<file path="src/rtl/prefetch_queue_pkg.sv">
// Shared types for the instruction prefetch queue: widths, fetch FSM states, FIFO entry layout.
// No logic here; used by prefetch_queue and pq_fifo.
// Backpressure is not applicable to a package.
package prefetch_queue_pkg;

  localparam int INSTR_W = 32;
  localparam int WORD_W  = 16;
  localparam int ADDR_W  = 16;

  typedef enum logic [1:0] {
    ST_IDLE   = 2'd0,
    ST_REQ_HI = 2'd1,
    ST_REQ_LO = 2'd2
  } fetch_state_t;

  // One queued instruction: assembled 32-bit word plus the address of its upper half.
  typedef struct packed {
    logic [INSTR_W-1:0] instr;
    logic [ADDR_W-1:0]  pc;
  } pq_entry_t;

endpackage

</file>
<file path="src/rtl/pq_fifo.sv">
// Instruction FIFO: DEPTH entries of {instr, pc}, with push/pop/clear and occupancy outputs.
// Latency: a push is visible at the head (and in count/empty) one cycle after the push edge.
// Backpressure: push is accepted only when not full or when a pop happens in the same cycle.
module pq_fifo
  import prefetch_queue_pkg::*;
#(
  parameter int DEPTH = 4
) (
  input  logic                        clk,
  input  logic                        reset,
  input  logic                        clear,
  input  logic                        push,
  input  pq_entry_t                   push_dat,
  input  logic                        pop,
  output pq_entry_t                   head_dat,
  output logic [$clog2(DEPTH):0]      count,
  output logic                        full,
  output logic                        empty
);

  localparam int PTR_W = $clog2(DEPTH);
  localparam int CNT_W = PTR_W + 1;

  pq_entry_t          mem [DEPTH];
  logic [PTR_W-1:0]   wr_ptr;
  logic [PTR_W-1:0]   rd_ptr;
  logic               do_push;
  logic               do_pop;

  assign full     = (count == CNT_W'(DEPTH));
  assign empty    = (count == '0);
  assign do_pop   = pop && !empty;
  assign do_push  = push && (!full || do_pop);
  assign head_dat = mem[rd_ptr];

  // Storage write; entries need no reset since count gates their visibility.
  always_ff @(posedge clk) begin
    if (do_push && !clear && !reset) begin
      mem[wr_ptr] <= push_dat;
    end
  end

  // Pointer and occupancy tracking; clear (flush) empties the queue without touching storage.
  always_ff @(posedge clk) begin
    if (reset || clear) begin
      wr_ptr <= '0;
      rd_ptr <= '0;
      count  <= '0;
    end else begin
      if (do_push) wr_ptr <= wr_ptr + PTR_W'(1);
      if (do_pop)  rd_ptr <= rd_ptr + PTR_W'(1);
      case ({do_push, do_pop})
        2'b10:   count <= count + CNT_W'(1);
        2'b01:   count <= count - CNT_W'(1);
        default: count <= count;
      endcase
    end
  end

endmodule

</file>
<file path="src/rtl/prefetch_queue.sv">
// Prefetch stage: fetches 16-bit word pairs, assembles 32-bit instructions, queues them for decode.
// Latency: instruction is valid one cycle after the lo-word ack; one instruction per 2 cycles at best.
// Backpressure: a fetch starts only when a FIFO slot is free; decoder consumes via ir_valid/ir_take.
module prefetch_queue
  import prefetch_queue_pkg::*;
#(
  parameter int              DEPTH      = 4,
  parameter logic [15:0]     RESET_ADDR = 16'h0000
) (
  input  logic               clk,
  input  logic               reset,
  output logic               mem_req,
  output logic [ADDR_W-1:0]  mem_addr,
  input  logic               mem_ack,
  input  logic [WORD_W-1:0]  mem_data,
  input  logic               flush,
  input  logic [ADDR_W-1:0]  flush_addr,
  output logic [INSTR_W-1:0] ir_out,
  output logic [ADDR_W-1:0]  ir_pc,
  output logic               ir_valid,
  input  logic               ir_take
);

  localparam int CNT_W = $clog2(DEPTH) + 1;

  fetch_state_t        state;
  fetch_state_t        state_nxt;
  logic [ADDR_W-1:0]   fetch_ptr;
  logic [WORD_W-1:0]   hi_word;
  logic                capture_hi;
  logic                push;
  logic                ir_pop;
  logic                space_after;
  pq_entry_t           push_dat;
  pq_entry_t           head_dat;
  logic [CNT_W-1:0]    fifo_count;
  logic                fifo_full;
  logic                fifo_empty;

  assign ir_pop = ir_take && ir_valid;
  // In REQ_LO our own slot is already counted as reserved, so the check is on the
  // occupancy after this push (and any same-cycle pop) lands.
  assign space_after = (fifo_count + CNT_W'(1) - CNT_W'(ir_pop)) < CNT_W'(DEPTH);
  assign push_dat    = '{instr: {hi_word, mem_data}, pc: fetch_ptr - ADDR_W'(1)};

  // FSM state register.
  always_ff @(posedge clk) begin
    if (reset) state <= ST_IDLE;
    else       state <= state_nxt;
  end

  // Next-state logic; flush always returns to IDLE so fetching restarts a cycle later.
  always_comb begin
    state_nxt = state;
    case (state)
      ST_IDLE:   if (!fifo_full) state_nxt = ST_REQ_HI;
      ST_REQ_HI: if (mem_ack)    state_nxt = ST_REQ_LO;
      ST_REQ_LO: if (mem_ack)    state_nxt = space_after ? ST_REQ_HI : ST_IDLE;
      default:                   state_nxt = ST_IDLE;
    endcase
    if (flush) state_nxt = ST_IDLE;
  end

  // FSM outputs: request is held stable for the whole state; acks during flush are dropped.
  always_comb begin
    mem_req    = (state == ST_REQ_HI) || (state == ST_REQ_LO);
    mem_addr   = mem_req ? fetch_ptr : '0;
    capture_hi = (state == ST_REQ_HI) && mem_ack && !flush;
    push       = (state == ST_REQ_LO) && mem_ack && !flush;
  end

  // Fetch address and upper-half holding register.
  always_ff @(posedge clk) begin
    if (reset) begin
      fetch_ptr <= RESET_ADDR;
      hi_word   <= '0;
    end else if (flush) begin
      fetch_ptr <= flush_addr;
      hi_word   <= '0;
    end else if (mem_req && mem_ack) begin
      fetch_ptr <= fetch_ptr + ADDR_W'(1);
      if (capture_hi) hi_word <= mem_data;
    end
  end

  pq_fifo #(.DEPTH(DEPTH)) u_fifo (
    .clk      (clk),
    .reset    (reset),
    .clear    (flush),
    .push     (push),
    .push_dat (push_dat),
    .pop      (ir_pop),
    .head_dat (head_dat),
    .count    (fifo_count),
    .full     (fifo_full),
    .empty    (fifo_empty)
  );

  assign ir_valid = !fifo_empty;
  assign ir_out   = ir_valid ? head_dat.instr : '0;
  assign ir_pc    = ir_valid ? head_dat.pc    : '0;

endmodule

</file>
<file path="config.mk">
export PLATFORM = sky130hd
export DESIGN_NAME = prefetch_queue
export DESIGN_NICKNAME = d
export VERILOG_FILES = /design/src/rtl/prefetch_queue_pkg.sv /design/src/rtl/pq_fifo.sv /design/src/rtl/prefetch_queue.sv
export SDC_FILE = /design/constraint.sdc
export NUM_CORES = 1
export LEC_CHECK = 0
export CAP_MARGIN = 20
export CORE_ASPECT_RATIO = 1.2
export CORE_MARGIN = 5
export CORE_UTILIZATION = 43
export DETAILED_ROUTE_END_ITERATION = 10
export GPL_TIMING_DRIVEN = 1
export PLACE_DENSITY = 0.72
export RECOVER_POWER = 100
export SETUP_SLACK_MARGIN = 0.5
export SLEW_MARGIN = 30
export SYNTH_ARGS = -nofsm -noshare
export SYNTH_HDL_FRONTEND = slang
export SYNTH_HIERARCHICAL = 1
export SYNTH_SLANG_ARGS = --single-unit
</file>
<file path="constraint.sdc">
create_clock -name clk -period 4.1 [get_ports clk]
set_input_delay 0.615 -clock clk [delete_from_list [all_inputs] [get_ports clk]]
set_output_delay 0.615 -clock clk [all_outputs]
set_load 0.05 [all_outputs]
</file>
== Yosys cells after proc, flatten, opt, wreduce, memory -nomap -nowiden ==
Memory sizes are Yosys's and may differ from the RTL's. A register that Yosys moved wholly into a read port is not among the register bits.
Cells that the tools add are included.

* Flip-flop bits (word level): 41
* RAM bits: 192
* Input bits: 37
* Output and inout bits: 66
* Word-level logic and storage cells: 62
* Memories: 1

* Add/sub/neg operators: 7
* $lt $le $gt $ge: 1
* Eq/ne operators: 8
* Multiplexer cells: 15
* Reductions and logical operators: 24

{| class="wikitable"
|+ Memories
! memory !! depth !! width !! read ports !! clocked after Yosys merged registers in !! wr ports !! line !! source
|-
| u_fifo.mem || 4 || 48 || 1 || 1 || 1 || pq_fifo.sv:24 || <nowiki>pq_entry_t mem [DEPTH];</nowiki>
|}

{| class="wikitable"
|+ Operator list
! cell !! count
|-
| 16-bit 2-to-1 mux || 4
|-
| 32-bit 2-to-1 mux || 1
|-
| 16-bit by 1-bit adder with 16-bit output, second input constant || 1
|-
| 16-bit by 1-bit subtractor with 16-bit output, second input constant || 1
|-
| 1-bit logical AND || 10
|-
| 2-bit 2-to-1 mux || 5
|-
| 2-bit inequality test, second input constant || 3
|-
| 2-bit one-hot mux with 3 select lines || 1
|-
| 3-bit one-hot mux with 2 select lines || 1
|-
| 2-bit by 1-bit adder with 2-bit output, second input constant || 2
|-
| 2-bit by 1-bit equality test with 1-bit output, second input constant || 2
|-
| 2-bit equality test, second input constant || 2
|-
| 1-bit logical NOT || 4
|-
| 2-bit nonzero test || 2
|-
| 3-bit by 1-bit adder with 3-bit output, second input constant || 1
|-
| 3-bit equality test, second input constant || 1
|-
| 3-bit logical NOT || 1
|-
| 1-bit logical OR || 3
|-
| 3-bit < comparator, second input constant || 1
|-
| 1-bit 2-to-1 mux || 3
|-
| 3-bit AND reduction || 1
|-
| 3-bit by 1-bit subtractor with 3-bit output || 1
|-
| 3-bit by 1-bit subtractor with 3-bit output, second input constant || 1
|-
| 2-bit logical NOT || 1
|-
| 2 further kinds || 2
|}

== Depth between registers and ports, before layout ==
* Word-level depth: 10
* Gate-level depth with buffers: 12
* Depth with buffers taken out: 9

== Hierarchy ==
The synthesis kept the hierarchy.

{| class="wikitable"
|+ By module, submodules not included
! module !! instances !! cells each !! area an instance (um^2)
|-
| pq_fifo || 1 || 317 || 7511.0
|-
| prefetch_queue || 1 || 324 || 2423.6
|}

== Worst setup path after synthesis ==
Ideal clock, no wire load.

* Path type: input to register
* Start: input flush
* End: memory u_fifo/mem[0][0] (netlist bit) (enable)
* Setup time: 0.410 ns
* Arrival: 3.212 ns
* Data required time: 3.690 ns
* Setup slack: 0.478 ns
* Stages: 9
* Path buffers: 4
* Cells stage by stage: clkbuf_1 -> inv_1 -> clkbuf_8 -> clkbuf_1 -> and3_1 -> buf_2 -> inv_1 -> nor3_1 -> and2_1

* Cells in the longest elaborated chain, start to end: 7

{| class="wikitable"
|+ RTL lines
! element !! line !! source
|-
| start: declaration || prefetch_queue.sv:16 || <nowiki>input logic flush,</nowiki>
|-
| 1-bit logical NOT || prefetch_queue.sv:69 || <nowiki>push = (state == ST_REQ_LO) && mem_ack && !flush;</nowiki>
|-
| 1-bit logical AND || prefetch_queue.sv:69 ||
|-
| via push || prefetch_queue.sv:31 || <nowiki>logic push;</nowiki>
|-
| 1-bit logical AND || pq_fifo.sv:33 || <nowiki>assign do_push = push && (!full || do_pop);</nowiki>
|-
| 1-bit logical AND (2 in series) || pq_fifo.sv:38 || <nowiki>if (do_push && !clear && !reset) begin</nowiki>
|-
| 1-bit 2-to-1 mux || pq_fifo.sv:38 ||
|-
| 1-bit 2-to-1 mux (implied by the code) || pq_fifo.sv:39 || <nowiki>mem[wr_ptr] <= push_dat;</nowiki>
|-
| end: declaration || pq_fifo.sv:24 ||
|}

The timed path passes the listed nets, and every way through them passes these cells.

== Worst setup path after layout ==
* Start: register u_fifo.count[2]
* End: memory u_fifo/mem[3][32] (netlist bit) (enable)

* Cells in the longest elaborated chain, start to end: 10
* Elaborated cells on any way between the ends: 12
* Classes of those cells: eq/ne (1); mux (2); reduce/logical (9)

{| class="wikitable"
|+ RTL lines
! element !! line !! source
|-
| start: declaration || pq_fifo.sv:16 || <nowiki>output logic [$clog2(DEPTH):0] count,</nowiki>
|-
| start signal: assignment || pq_fifo.sv:53 || <nowiki>2'b10: count <= count + CNT_W'(1);</nowiki>
|-
| start signal: assignment || pq_fifo.sv:54 || <nowiki>2'b01: count <= count - CNT_W'(1);</nowiki>
|-
| start signal: assignment || pq_fifo.sv:55 || <nowiki>default: count <= count;</nowiki>
|-
| 3-bit logical NOT || pq_fifo.sv:31 || <nowiki>assign empty = (count == '0);</nowiki>
|-
| via fifo_empty || prefetch_queue.sv:38 || <nowiki>logic fifo_empty;</nowiki>
|-
| 1-bit logical NOT || prefetch_queue.sv:99 || <nowiki>assign ir_valid = !fifo_empty;</nowiki>
|-
| 1-bit logical AND || prefetch_queue.sv:40 || <nowiki>assign ir_pop = ir_take && ir_valid;</nowiki>
|-
| via ir_pop || prefetch_queue.sv:32 || <nowiki>logic ir_pop;</nowiki>
|-
| 1-bit logical AND || pq_fifo.sv:32 || <nowiki>assign do_pop = pop && !empty;</nowiki>
|-
| 1-bit logical OR || pq_fifo.sv:33 ||
|-
| 1-bit logical AND || pq_fifo.sv:33 ||
|-
| 1-bit logical AND (2 in series) || pq_fifo.sv:38 ||
|-
| 1-bit 2-to-1 mux || pq_fifo.sv:38 ||
|-
| 1-bit 2-to-1 mux (implied by the code) || pq_fifo.sv:39 ||
|}

The timed path passes the listed nets, and every way through them passes these cells.

==> summary by stage <==
Synth
Ranked by total cell area, the synthesized netlist is headed by edfxtp_1, mux4_2, dfxtp_1. The post-synthesis register bit count is 235. The cell count after synthesis came out at 641. The part of the Yosys area used for sequential elements is 66.7%.

Counting every net in the synthesized netlist gives 690. Counting distinct cell types in the post-synthesis netlist gives 53. The count of yosys warnings during synthesis is 6. The portion of synthesized cell area occupied by the leading cell type is 58.0%. The fraction of registers with async set or reset after synthesis is 0%. The post-synthesis area per instance is 15.5 µm².

The cell taking the most area after synthesis is edfxtp_1. The main flop type after synthesis is edfxtp_1. The mapped netlist covers 9930 µm². The synthesized design contains 192 enable-type register cells.

Route
The iteration count of the initial detailed-routing pass is 5. The uppermost layer routed is met4. The met2 routed wirelength is 10,400 µm. The via count of the routed design is 5,585. The number of DRC violations after detailed-routing iteration 0 is 331.

The routed design has 20,200 µm of wire. Dividing the detail-routed wire length by the instance count gives 18.8 µm. The remaining number of nets flagged by the antenna check after routing is 0. The detail-routed via count per cell is 5.19.

The routed design uses 1360 µm of met3 wire. The DRC violation count after routing is 0. The routed length on met1 is 8140 µm.

Layout
Summing all non-filler instances in the final layout gives an area of 12,100 µm². Cells with a size suffix above 1 make up 15.1% of the layout. Leaving out fill and tap cells, the most frequent cells in the layout are edfxtp_1, dlygate4sd3_1, nand2_1, nor2b_1, mux4_2. The sequential cell area in the final layout is 6630 µm². Compared with the post-synthesis result, the final layout area differs by 21.5%. 0 antenna diodes ended up in the layout. The commonest non-fill, non-tap cell in the layout is edfxtp_1. In the final layout, the multi-input gates occupy 2940 µm². The number of fill cells is 1,855. The final layout contains 792 nets.

Timing
In this run the tightest slew margin relative to its limit is 2.11%. On the final layout, the worst clock skew is 0.00933 ns. The final number of hold-violating endpoints is 0. The aggregate negative setup slack is 0 ns.

Of the available clock period, the critical path in the final layout requires 84.1%. The pin slew with the least headroom to its limit is 1.47 ns. The clock period minus worst slack is 3.45 ns. Setup violations remaining at the end of the flow were counted as 0. Setup repair after global routing left no endpoint under its margin. The final-report max-slew violation count is 0. The maximum achievable frequency is 290 MHz.

Floorplan
The floorplan has 61 rows. The die boundary height is 177 µm. The initial utilization of the core area, before any placement, comes to 43.2%.

The die span in x is 149 µm. The area of the core is 23,000 µm². The I/O pin total is 103. The area enclosed by the die boundary is 26,300 µm².

Pwr
For this design the ratio of total power to cell area is 425 nW/µm². The leakage power of the design is 4.02 nW. Across the VDD grid, the largest voltage drop is 0.000254 V.

Placement
After legalization and detailed placement, the total HPWL measured 12,900 µm. The placer's final routability congestion estimate is 0.821. Summing all placed instances gives a cell area of 11,200 µm². The count of input and output buffers is 102.

Clocking
Clock-pin slew was measured on the worst setup and hold paths at 0.06 ns. No sink is reached through more buffers than the 3 on the longest clock path. The clock insertion delay at the later pin of the skew report is 0.51 ns. The CTS H-tree depth is 1.

The cell sitting at the root of the clock tree is a clkbuf_16. TritonCTS built the clock tree. The number of clock buffers added by TritonCTS is 24.

The tree built by TritonCTS fans out to 235 sinks. The number of buffers added to fix hold violations after cts is 0.

Critical path
The critical path endpoint category is a register. The required time of the critical path is 4.05 ns. STA puts the critical path data arrival time at 3.40 ns.

The highest net fanout along the worst path is 48. STA classifies the critical path startpoint as a register. For the worst flop-to-flop path, the logic depth is 7.

The register-to-register path setup slack is 0.65 ns. The worst register-to-register path begins at u_fifo/count[2]. The critical path is of the register to register type. The worst register-to-register path ends at u_fifo/mem[3][32].

Min path
The worst hold path terminates at hi_word[4]. Counting instances, the worst hold path has a depth of 2. The worst min-delay path class is register to register. The worst hold path begins at hi_word[4].

Global route
The number of global-route vias before repair is 5,821. The global-route wire length before repair is 32,200 µm. The total congestion overflow is 0. The pin count of the biggest net entering global routing is 50. The overall global routing resource usage is 15.6%.

The number of antenna violations at the first check in global routing is 0.

Job
The max-cap violation count is 0.

Run status
The flow ran to the end, and the final reports show no timing, DRC or antenna violations.
[per-stage QoR]
step                instances  hold WS, ns  power (mW)  setup slack, ns  utilization, %
floorplan                 641        0.460        2.80            0.989               -
global placement         1031        0.479        2.88            0.886            49.0
detailed placement       1031        0.494        2.88            0.799            49.0
CTS                      1076        0.504        5.18            0.654            52.8
global route             1076        0.520        5.30            0.284            52.5
finish                   1076        0.500        5.13            0.652            52.5
[per-layer routing]
metal  global-route usage (%)  up-vias
li1                         -     2609
met3                     3.47       24
met5                        0        -
met2                     27.1      172
met4                     3.36        0
met1                     20.3     2780
[where the power goes]
part           total (mW)  switching (mW)  internal [mW]
Sequential           2.62          0.0271           2.60
Clock                2.30           0.869           1.43
Combinational       0.201           0.123         0.0776
[synthesized netlist by cell type (4+ instances only)]
master    instances
clkbuf_1         14
buf_4             5
nor3_1            9
a311oi_1          4
clkbuf_8          5
buf_2             7
mux4_2           48
xor2_1           12
nor4_1            8
xnor2_1          15
o21ai_0           7
nand3_1           7
or3_1             5
dfxtp_1          43
ha_1             11
a211oi_1          6
nand2_1          50
a21oi_1          24
inv_1            16
nor2b_1          50
and2_1           21
buf_6             7
nand4_1           6
nor2_1           26
edfxtp_1        192
[worst max path at each step]
stage | startpoint | end | slack [ns]
after floorplan | flush | u_fifo/mem[0][0] | 0.99
after CTS | register | ir_pc[1] | 0.65
after detailed placement | mem_ack | u_fifo/mem[0][3] | 0.80
after global routing | u_fifo/count[2] | u_fifo/mem[3][43] | 0.28
final | u_fifo/count[2] | u_fifo/mem[3][32] | 0.65
after global placement | flush | u_fifo/mem[2][31] | 0.89
[state kept, by name (all words and copies together) (netlist names), named ones only]
signal         flops
u_fifo/count       3
u_fifo/rd_ptr      2
state              2
fetch_ptr         16
u_fifo/mem       192
u_fifo/wr_ptr      2
hi_word           16
[timing repair]
| action | in CTS | in global routing |
|---|---|---|
| endpoints found under the setup margin | 7 | 0 |
| resized for setup | 0 | 0 |
| hold endpoints to repair | 0 | 0 |
| buffers inserted | 1 | 0 |
[cell type report]
| cell class | count | share of cell area [%] |
|---|---|---|
| tap | 315 | 3.27 |
| sequential | 235 | 54.9 |
| clock buffer | 36 | 6.11 |
| timing repair buffer | 118 | 9.81 |
| multi-input combinational | 347 | 24.3 |
| clock inverter | 8 | 1.02 |
| inverter | 17 | 0.529 |
[kinds of logic (layout without fill, tap and decap cells)]
| kind of cell | after synthesis | in the layout | share of synthesized area (%) |
|---|---|---|---|
| XOR/XNOR | 27 | 27 | 2.38 |
| AND/OR/NAND/NOR | 201 | 201 | 11.0 |
| AO/OA/AOI/OAI | 58 | 58 | 3.72 |
| multiplexers | 49 | 49 | 11.0 |
| flip-flops | 235 | 235 | 66.7 |
| adder cells (fa/ha/maj) | 12 | 12 | 1.59 |
| buffers and inverters | 59 | 179 | 3.61 |
[critical path, stage by stage, from the launching register on]
cell,delay [ns]
dfxtp_1,0.41
nor3_1,0.29
nor2b_1,0.07
clkbuf_1,0.25
nor4b_1,0.63
nor3_1,0.17
and2_2,0.23
clkbuf_2,0.79
(Power assumes the default switching activity.)
